## src/rtl/m_seq_pkg.sv

```systemverilog
// Shared constants, reference-sequence generator and correlator state type
// for the M-sequence chip link.
package m_seq_pkg;

  localparam int                    MSEQ_LENGTH    = 6;
  localparam int                    MSEQ_N         = 63;
  localparam logic [MSEQ_LENGTH-1:0] MSEQ_POLYNOME = 6'b000011;
  localparam logic [MSEQ_LENGTH-1:0] MSEQ_SEED     = 6'b101010;
  localparam int                    MSEQ_HOLD      = 3;
  localparam int                    MSEQ_THRESHOLD = 60;

  typedef enum logic [1:0] {IDLE, FILL, TRACK, LOCK} corr_state_t;

  // First chip emitted lands in the MSB, matching the window's oldest sample.
  function automatic logic [MSEQ_N-1:0] gen_mseq(input logic [MSEQ_LENGTH-1:0] poly,
                                                 input logic [MSEQ_LENGTH-1:0] seed);
    logic [MSEQ_LENGTH-1:0] phase;
    logic [MSEQ_N-1:0]      seq;
    phase = seed;
    seq   = '0;
    for (int i = 0; i < MSEQ_N; i++) begin
      seq[MSEQ_N-1-i] = phase[0];
      phase           = {^(poly & phase), phase[MSEQ_LENGTH-1:1]};
    end
    return seq;
  endfunction

endpackage

```

## src/rtl/m_seq_correlator_popcount_reg.sv

```systemverilog
// Correlation stage: combinational count of set bits plus a registered copy
// loaded when a trusted window is being scored.
module popcount_reg #(
  parameter int N = 63,
  parameter int W = $clog2(N) + 1
) (
  input  logic         clk,
  input  logic         rst_n,
  input  logic         load,
  input  logic [N-1:0] bits,
  output logic [W-1:0] count_now,
  output logic [W-1:0] count
);

  always_comb begin
    count_now = '0;
    for (int i = 0; i < N; i++) count_now = count_now + W'(bits[i]);
  end

  always_ff @(posedge clk or negedge rst_n) begin
    if (!rst_n)    count <= '0;
    else if (load) count <= count_now;
  end

endmodule

```

## src/rtl/m_seq_correlator.sv

```systemverilog
// Sliding correlator: samples one chip per hold period into an N-bit window
// and pulses detect when the window matches the reference, true or inverted.
module m_seq_correlator
  import m_seq_pkg::*;
#(
  parameter int                N         = MSEQ_N,
  parameter int                LENGTH    = $clog2(N),
  parameter logic [LENGTH-1:0] POLYNOME  = MSEQ_POLYNOME,
  parameter logic [LENGTH-1:0] SEED      = MSEQ_SEED,
  parameter int                HOLD      = MSEQ_HOLD,
  parameter int                THRESHOLD = MSEQ_THRESHOLD
) (
  input  logic            clkin,
  input  logic            rstn,
  input  logic            chip_i,
  input  logic            chip_en_i,
  output logic [LENGTH:0] match_o,
  output logic            match_valid_o,
  output logic            detect_o,
  output logic            inverted_o,
  output logic            busy_o
);

  localparam int                CW        = LENGTH + 1;
  localparam int                HW        = (HOLD > 1) ? $clog2(HOLD) : 1;
  localparam logic [N-1:0]      REF       = gen_mseq(POLYNOME, SEED);
  localparam logic [HW-1:0]     HOLD_MID  = HW'(HOLD / 2);
  localparam logic [HW-1:0]     HOLD_LAST = HW'(HOLD - 1);
  localparam logic [CW-1:0]     FILL_LAST = CW'(N - 1);
  localparam logic [LENGTH-1:0] LOCK_LAST = LENGTH'(N - 2);
  localparam logic [CW-1:0]     HI_TH     = CW'(THRESHOLD);
  localparam logic [CW-1:0]     LO_TH     = CW'(N - THRESHOLD);

  corr_state_t       state_reg, state_next;
  logic [HW-1:0]     hold_reg, hold_next;
  logic [CW-1:0]     fill_reg, fill_next;
  logic [LENGTH-1:0] lock_reg, lock_next;
  logic [N-1:0]      window_reg;
  logic              pend_reg, pend_next;
  logic              valid_reg, detect_reg, detect_next;
  logic              inverted_reg, inverted_next;
  logic [CW-1:0]     agree_now;
  logic              sample, hit_true, hit_inv;

  assign sample = chip_en_i && (hold_reg == HOLD_MID);

  // Agreement count equals N minus the popcount of window ^ REF.
  popcount_reg #(.N(N), .W(CW)) u_popcount (
    .clk       (clkin),
    .rst_n     (rstn),
    .load      (pend_reg),
    .bits      (~(window_reg ^ REF)),
    .count_now (agree_now),
    .count     (match_o)
  );

  assign hit_true = (agree_now >= HI_TH);
  assign hit_inv  = (agree_now <= LO_TH);

  always_comb begin
    state_next    = state_reg;
    hold_next     = (!chip_en_i || hold_reg == HOLD_LAST) ? '0 : hold_reg + 1'b1;
    fill_next     = fill_reg;
    lock_next     = lock_reg;
    pend_next     = 1'b0;
    detect_next   = 1'b0;
    inverted_next = inverted_reg;
    if (!chip_en_i) begin
      // A score already in flight is still reported, but never as a detection.
      state_next = IDLE;
      fill_next  = '0;
      lock_next  = '0;
    end else begin
      unique case (state_reg)
        IDLE: begin
          state_next = FILL;
          fill_next  = {{(CW-1){1'b0}}, sample};
        end
        FILL: begin
          if (sample) begin
            fill_next = fill_reg + 1'b1;
            if (fill_reg == FILL_LAST) begin
              state_next = TRACK;
              pend_next  = 1'b1;
            end
          end
        end
        TRACK: begin
          pend_next = sample;
          if (pend_reg && (hit_true || hit_inv)) begin
            detect_next   = 1'b1;
            inverted_next = !hit_true;
            state_next    = LOCK;
            lock_next     = '0;
          end
        end
        LOCK: begin
          pend_next = sample;
          if (pend_reg) begin
            if (lock_reg == LOCK_LAST) state_next = TRACK;
            else                       lock_next  = lock_reg + 1'b1;
          end
        end
        default: state_next = IDLE;
      endcase
    end
  end

  always_ff @(posedge clkin or negedge rstn) begin
    if (!rstn) begin
      state_reg    <= IDLE;
      hold_reg     <= '0;
      fill_reg     <= '0;
      lock_reg     <= '0;
      window_reg   <= '0;
      pend_reg     <= 1'b0;
      valid_reg    <= 1'b0;
      detect_reg   <= 1'b0;
      inverted_reg <= 1'b0;
    end else begin
      state_reg    <= state_next;
      hold_reg     <= hold_next;
      fill_reg     <= fill_next;
      lock_reg     <= lock_next;
      pend_reg     <= pend_next;
      valid_reg    <= pend_reg;
      detect_reg   <= detect_next;
      inverted_reg <= inverted_next;
      if (sample) window_reg <= {window_reg[N-2:0], chip_i};
    end
  end

  assign match_valid_o = valid_reg;
  assign detect_o      = detect_reg;
  assign inverted_o    = inverted_reg;
  assign busy_o        = (state_reg != IDLE);

endmodule

```

## config.mk

```make
export PLATFORM = sky130hd
export DESIGN_NAME = m_seq_correlator
export DESIGN_NICKNAME = d
export VERILOG_FILES = /design/src/rtl/m_seq_pkg.sv /design/src/rtl/m_seq_correlator_popcount_reg.sv /design/src/rtl/m_seq_correlator.sv
export SDC_FILE = /design/constraint.sdc
export NUM_CORES = 1
export LEC_CHECK = 0
export CAP_MARGIN = 5
export CORE_MARGIN = 2
export CORE_UTILIZATION = 55
export CTS_BUF_LIST = sky130_fd_sc_hd__clkbuf_8
export DETAILED_ROUTE_END_ITERATION = 6
export GPL_TIMING_DRIVEN = 0
export PLACE_DENSITY = 0.72
export SKIP_CTS_REPAIR_TIMING = 1
export SYNTH_ARGS = -nofsm -noshare
export SYNTH_HDL_FRONTEND = slang
export SYNTH_SLANG_ARGS = --single-unit
export TNS_END_PERCENT = 20
```

## constraint.sdc

```tcl
create_clock -name clkin -period 8.2 [get_ports clkin]
set_input_delay 1.64 -clock clkin [delete_from_list [all_inputs] [get_ports clkin]]
set_output_delay 1.64 -clock clkin [all_outputs]
set_load 0.02 [all_outputs]
```

Word-level counts from Yosys, hierarchy flattened:

Cells that the tools add are included.

* multipliers: 0
* add/sub/neg operators: 65
* shift-type cells: 0
* order comparisons: 2
* reduce and logical (&&, ||, !) cells: 13
* muxes and demuxes: 23
* eq/ne operators: 15
* bitwise operators: 2
* divide/modulo/power cells: 0

Operators with widths (count)
* 7-bit by 1-bit adder with 7-bit output: 61
* 63-bit inverter: 1
* 32-bit inverter: 1
* 6-bit 2-to-1 mux: 4
* 3-bit inequality test, second input constant: 6
* 2-bit 2-to-1 mux: 7
* 7-bit 2-to-1 mux: 2
* 7-bit one-hot mux with 2 select lines: 1
* 6-bit one-hot mux with 2 select lines: 1
* 2-bit one-hot mux with 4 select lines: 1
* 7-bit by 1-bit adder with 7-bit output, second input constant: 1
* 7-bit by 6-bit == test with 1-bit output, second input constant: 1
* 7-bit by 6-bit >= comparator with 1-bit output, second input constant: 1
* 7-bit by 2-bit <= comparator with 1-bit output, second input constant: 1
* 6-bit by 1-bit adder with 6-bit output, second input constant: 1
* 2-bit == test, second input constant: 3
* 6-bit == test, second input constant: 1
* 1-bit 2-to-1 mux: 6
* 3-bit by 1-bit inequality test with 1-bit output, second input constant: 2
* 5-bit AND reduction: 1
* 2-bit by 1-bit == test with 1-bit output, second input constant: 2
* 4-bit AND reduction: 1
* 3-bit AND reduction: 1
* 1-bit by 1-bit adder with 2-bit output: 1
* other kinds (9): 12

* output and inout port bits: 11
* bits in latches: 0
* memories: 0
* ROM bits: 0
* input port bits: 4
* word-level logic and storage cells: 130
* flip-flop bits (word level): 91
* memory bits (writable): 0

Logic depth before layout (Yosys ltp):

* depth in word-level cells: 70
* mapped depth: 22
* mapped depth without buffers: 22

By module:

From an unflattened synthesis, not the netlist that was laid out.

* cells, all modules: 521
* area, all modules: 5639.2 µm²

Modules (own cells, without submodules)
* m_seq_correlator: cells an instance 330, area an instance 3621.0 µm², sequential area each 2102.0 µm², instances 1
* popcount_reg: cells an instance 191, area an instance 2018.2 µm², sequential area each 175.2 µm², instances 1

Worst setup path after synthesis:

Ideal clock, no wire load.

* path kind: register -> register
* start point: reg window_reg[0]
* end point: reg state_reg[0]
* setup slack: 1.336 ns
* required time: 8.075 ns
* path buffers: 0
* stages on the path, launching flop included: 23
* setup time: 0.125 ns
* period minus slack after synthesis: 6.864 ns
* arrival time: 6.739 ns
* path through: dfrtp_1 ha_1 fa_1 inv_1 fa_1 fa_1 inv_1 fa_1 inv_1 fa_1 inv_1 fa_1 fa_1 inv_1 fa_1 inv_1 ha_1 a211oi_2 or4b_1 o2111a_2 o311a_4 nand2_2 mux2_2

* longest elaborated chain between the ends: 69
* elaborated cells on any way between the ends: 70
* classes of those cells: add/sub: 62; order compare: 2; eq/ne: 1; bitwise: 2; reduce/logical: 3

RTL lines
* start: declaration: line m_seq_correlator.sv:38 `logic [N-1:0] window_reg;`
* start signal: assignment: line m_seq_correlator.sv:129 `if (sample) window_reg <= {window_reg[N-2:0], chip_i};`
* 32-bit inverter (no source line) *
* 63-bit inverter *: line m_seq_correlator.sv:52 `.bits (~(window_reg ^ REF)),`
* 1-bit by 1-bit adder with 2-bit output *: line m_seq_correlator_popcount_reg.sv:17 `for (int i = 0; i < N; i++) count_now = count_now + W'(bits[i]);`
* 7-bit by 1-bit adder with 7-bit output * (61 in series): line m_seq_correlator_popcount_reg.sv:17
* 7-bit by 6-bit >= comparator with 1-bit output / 7-bit by 2-bit <= comparator with 1-bit output (equally long branches): line m_seq_correlator.sv:57, m_seq_correlator.sv:58
* 1-bit logical OR *: line m_seq_correlator.sv:90 `if (pend_reg && (hit_true || hit_inv)) begin`
* 1-bit logical AND *: line m_seq_correlator.sv:90
* 3-bit inequality test (no source line) *
* 5-bit AND reduction (no source line) *
* end signal: assignment: line m_seq_correlator.sv:121 `state_reg <= state_next;`
* end: declaration: line m_seq_correlator.sv:34 `corr_state_t state_reg, state_next;`

Mark *: on every way between the ends. The rest lies on a longest branch, timed or not.
A chain may end at the register's enable or synchronous reset.

Worst setup path in the final report:

Same ends and word-level chain as after synthesis.

==> flow_summary_export.csv <==
group,metric,value,unit
clock_tree,cts_tree,"done",
worst_setup_path,worst_setup_path_start_kind,"register",
routing,drt_wl_total,9980,um
placed_design,finalWeightedCongestion,0.891,
outcome,status,"complete, no violations",
clock_tree,cts_sinks,91,
placed_design,hpwlAfterDp,7660,um
yosys,synth_fa_ha_area_share,24.3,%
routing,drc,0,
routing,routed_via_density,5.33,
grt,grt_antenna_before_repair,0,
clock_tree,htreeDepth,3,
yosys,ys_types,47,
routing,avgRoutedWirePerCell,14.7,um
layout,n_antenna_cell,0,
clock_tree,cts-root-buf,"clkbuf_8",
yosys,synth-edff-count,0,
layout,regArea,2280,um2
grt,first_global_vias,3751,
worst_setup_path,cpMostUsedCell,"fa_1",
floorplanning,die-area,10900,um2
timing,max_freq,0.138,GHz
worst_setup_path,r2r_slack,0.94,ns
timing,clock_skew,0.0215,ns
yosys,syn_inst,516,
worst_hold_path,hold-path-cell-count,1,
worst_setup_path,r2r_start,"window_reg[0]",
timing,min_period,7.26,ns
worst_setup_path,crit_arrival,7.51,ns
yosys,synth_seq_cells,91,
timing,setup_viol,0,
layout,layout_common_cells,"inv_1 (104), dfrtp_1 (91), fa_1 (53)",
layout,finalInstanceArea,6080,um2
yosys,syn_area,5560,um2
timing,setup_tns,0,ns
routing,firstDrtPassIters,4,
layout,nFillCells,792,
clock_tree,insertion_delay,0.37,ns
placed_design,io_buffer_count,14,
yosys,synth_area_per_cell,10.8,um2
grt,grt_pass1_wl,17700,um
grt,gr-total-overflow,0,
worst_hold_path,hp-start,"hold_reg[0]",
clock_tree,clkTransAtPathRegs,0.09,ns
worst_setup_path,critical_path_required,8.46,ns
floorplanning,io_pins,15,
timing,final-hold-violation-count,0,
yosys,synth-simple-area-share,8.11,%
placed_design,placed_area,5890,um2
routing,detail_route.iter0.violations,125,
worst_setup_path,crit_chain,"ha_1 > fa_1 > inv_1 > fa_1 > fa_1 > inv_1 > fa_1 > inv_1 > fa_1 > fa_1 > fa_1 > fa_1 > inv_1 > ha_1 > inv_1 > fa_1 > nor2b_1 > o31ai_1 > xnor2_1 > nand4_1 > nand2_2 > mux2_2",
worst_setup_path,cp_top_family,"adder cells",
yosys,synth_top_family_by_area,"adder cells",
layout,largest_reg_flops,63,
layout,multi_input_area,2810,um2
clock_tree,numCtsBuffers,9,
yosys,synth_xor_area_share,0.473,%
floorplanning,fp.coreArea,9770,um2
worst_setup_path,crit_buf_inv,5,
floorplanning,initial_utilization,56.8,%
worst_hold_path,hp-class,"reg2reg",
worst_setup_path,critPathKind,"reg2reg",
worst_setup_path,end_kind,"register",
yosys,synthMuxAreaShare,7.64,%
yosys,synth-main-ff-cell,"dfrtp_1",
floorplanning,dieWidth,105,um
grt,grt_max_degree,66,
timing,slew_headroom,58.7,%
routing,via_count,3625,
worst_setup_path,r2r_cells,22,
routing,drtAntennaViolNets,0,
floorplanning,die_h,105,um
layout,nets,622,
run,maxCapViolCount,0,
layout,area_delta_synth_final,9.53,%
layout,drive_gt1_share,12.4,%
yosys,synth_compound_area_share,10.0,%
timing,slew_violations,0,
grt,grt_use_total,20.3,%
clock_tree,cts.path.max_buffers,2,
layout,layout_commonest_cell,"inv_1",
yosys,synthesis.nets,596,
timing,final_min_period_over_clock_period,88.5,%
worst_setup_path,slowest_delay,0.56,ns
yosys,seq_area_frac_synth,41.0,%
worst_setup_path,worst-path-max-fanout,6,
worst_setup_path,reg2reg_to,"state_reg[0]",
yosys,ys_warn_count,0,
timing,max_slew.worst_pin.slew,0.619,ns
yosys,async_reset_ff_share,100,%
timing,rsz0062_at_grt,"no",
worst_hold_path,holdPathEnd,"hold_reg[0]",
floorplanning,core.rowCount,36,
worst_setup_path,slowest_stage,"fa_1",
worst register-to-register path: stages, from the launching register on:
cell     delay, ns
dfrtp_1       0.41
ha_1          0.31
fa_1          0.48
inv_1         0.06
fa_1          0.50
fa_1          0.54
inv_1         0.06
fa_1          0.50
inv_1         0.05
fa_1          0.49
fa_1          0.56
fa_1          0.46
fa_1          0.47
inv_1         0.07
ha_1          0.18
inv_1         0.06
fa_1          0.40
nor2b_1       0.19
o31ai_1       0.10
xnor2_1       0.37
nand4_1       0.31
nand2_2       0.23
mux2_2        0.35
logic make-up after synthesis:
kind of cell,Yosys count
buf+inv,121
simple gates,99
flops,91
compound gates,88
fa+ha+maj,76
mux,38
xor+xnor,3
worst max path at each step:
stage | from | endpoint | slack [ns] | cells past startpoint
3_3_place_gp | window_reg[0] | state_reg[0] | 1.03 | 22
6_report | window_reg[0] | state_reg[0] | 0.94 | 22
2_1_floorplan | window_reg[0] | state_reg[0] | 1.34 | 22
5_1_grt | window_reg[0] | state_reg[0] | 0.62 | 22
3_5_place_dp | window_reg[0] | state_reg[0] | 0.97 | 22
4_1_cts | window_reg[0] | state_reg[0] | 0.94 | 22
cell usage after synthesis (all sizes together), types with 2 or more instances:
cell type  number  area, um2
buf             6       41.3
a21boi          3       22.5
o21ai          45        225
xor2            2       17.5
a21o            3       22.5
o31ai           2       15.0
a22oi           2       15.0
o211ai          2       15.0
clkbuf         11       41.3
nand2          48        183
nand2b          3       18.8
inv           104        390
nor3            8       40.0
a31oi           3       18.8
nor2           19       71.3
nand3           4       20.0
a21oi          14       70.1
fa             53       1060
ha             23        288
nor2b           4       25.0
mux2i           3       30.0
a2bb2oi         4       41.3
dfrtp          91       2280
nor3b           2       15.0
mux2           35        394
nand4           3       18.8
a211oi          3       32.5
or2             3       18.8
routing by layer:
metal / global-route usage [%] / part of all wire, % / vias up
li1: - / - / 1700
met1: 27.2 / 45 / 1857
met2: 33.5 / 51 / 55
met3: 4.07 / 2.8 / 13
met4: 6.56 / 1.3 / 0
met5: 0 / 0 / -
metrics by stage:
| step | util, % | setup slack, ns | hold WS [ns] | std cells |
|---|---|---|---|---|
| floorplan | - | 1.34 | 0.413 | 516 |
| global placement | 60.0 | 1.03 | 0.441 | 663 |
| detailed placement | 60.2 | 0.972 | 0.466 | 664 |
| CTS | 62.3 | 0.935 | 0.478 | 680 |
| global route | 62.3 | 0.621 | 0.492 | 680 |
| finish | 62.3 | 0.940 | 0.473 | 680 |
layout make-up:
cell class / count / area share [%]
multi-input cells: 304 / 46.1
flip-flops and latches: 91 / 37.4
inverters: 104 / 6.42
well taps: 133 / 2.73
repair buffers: 15 / 2.71
clock buffers: 9 / 2.04
plain buffers: 17 / 1.36
clock inverters: 7 / 1.21
Power is left out: the tool's default activity adds up to more than one toggle a clock period on the data nets, which glitch-free logic cannot reach.
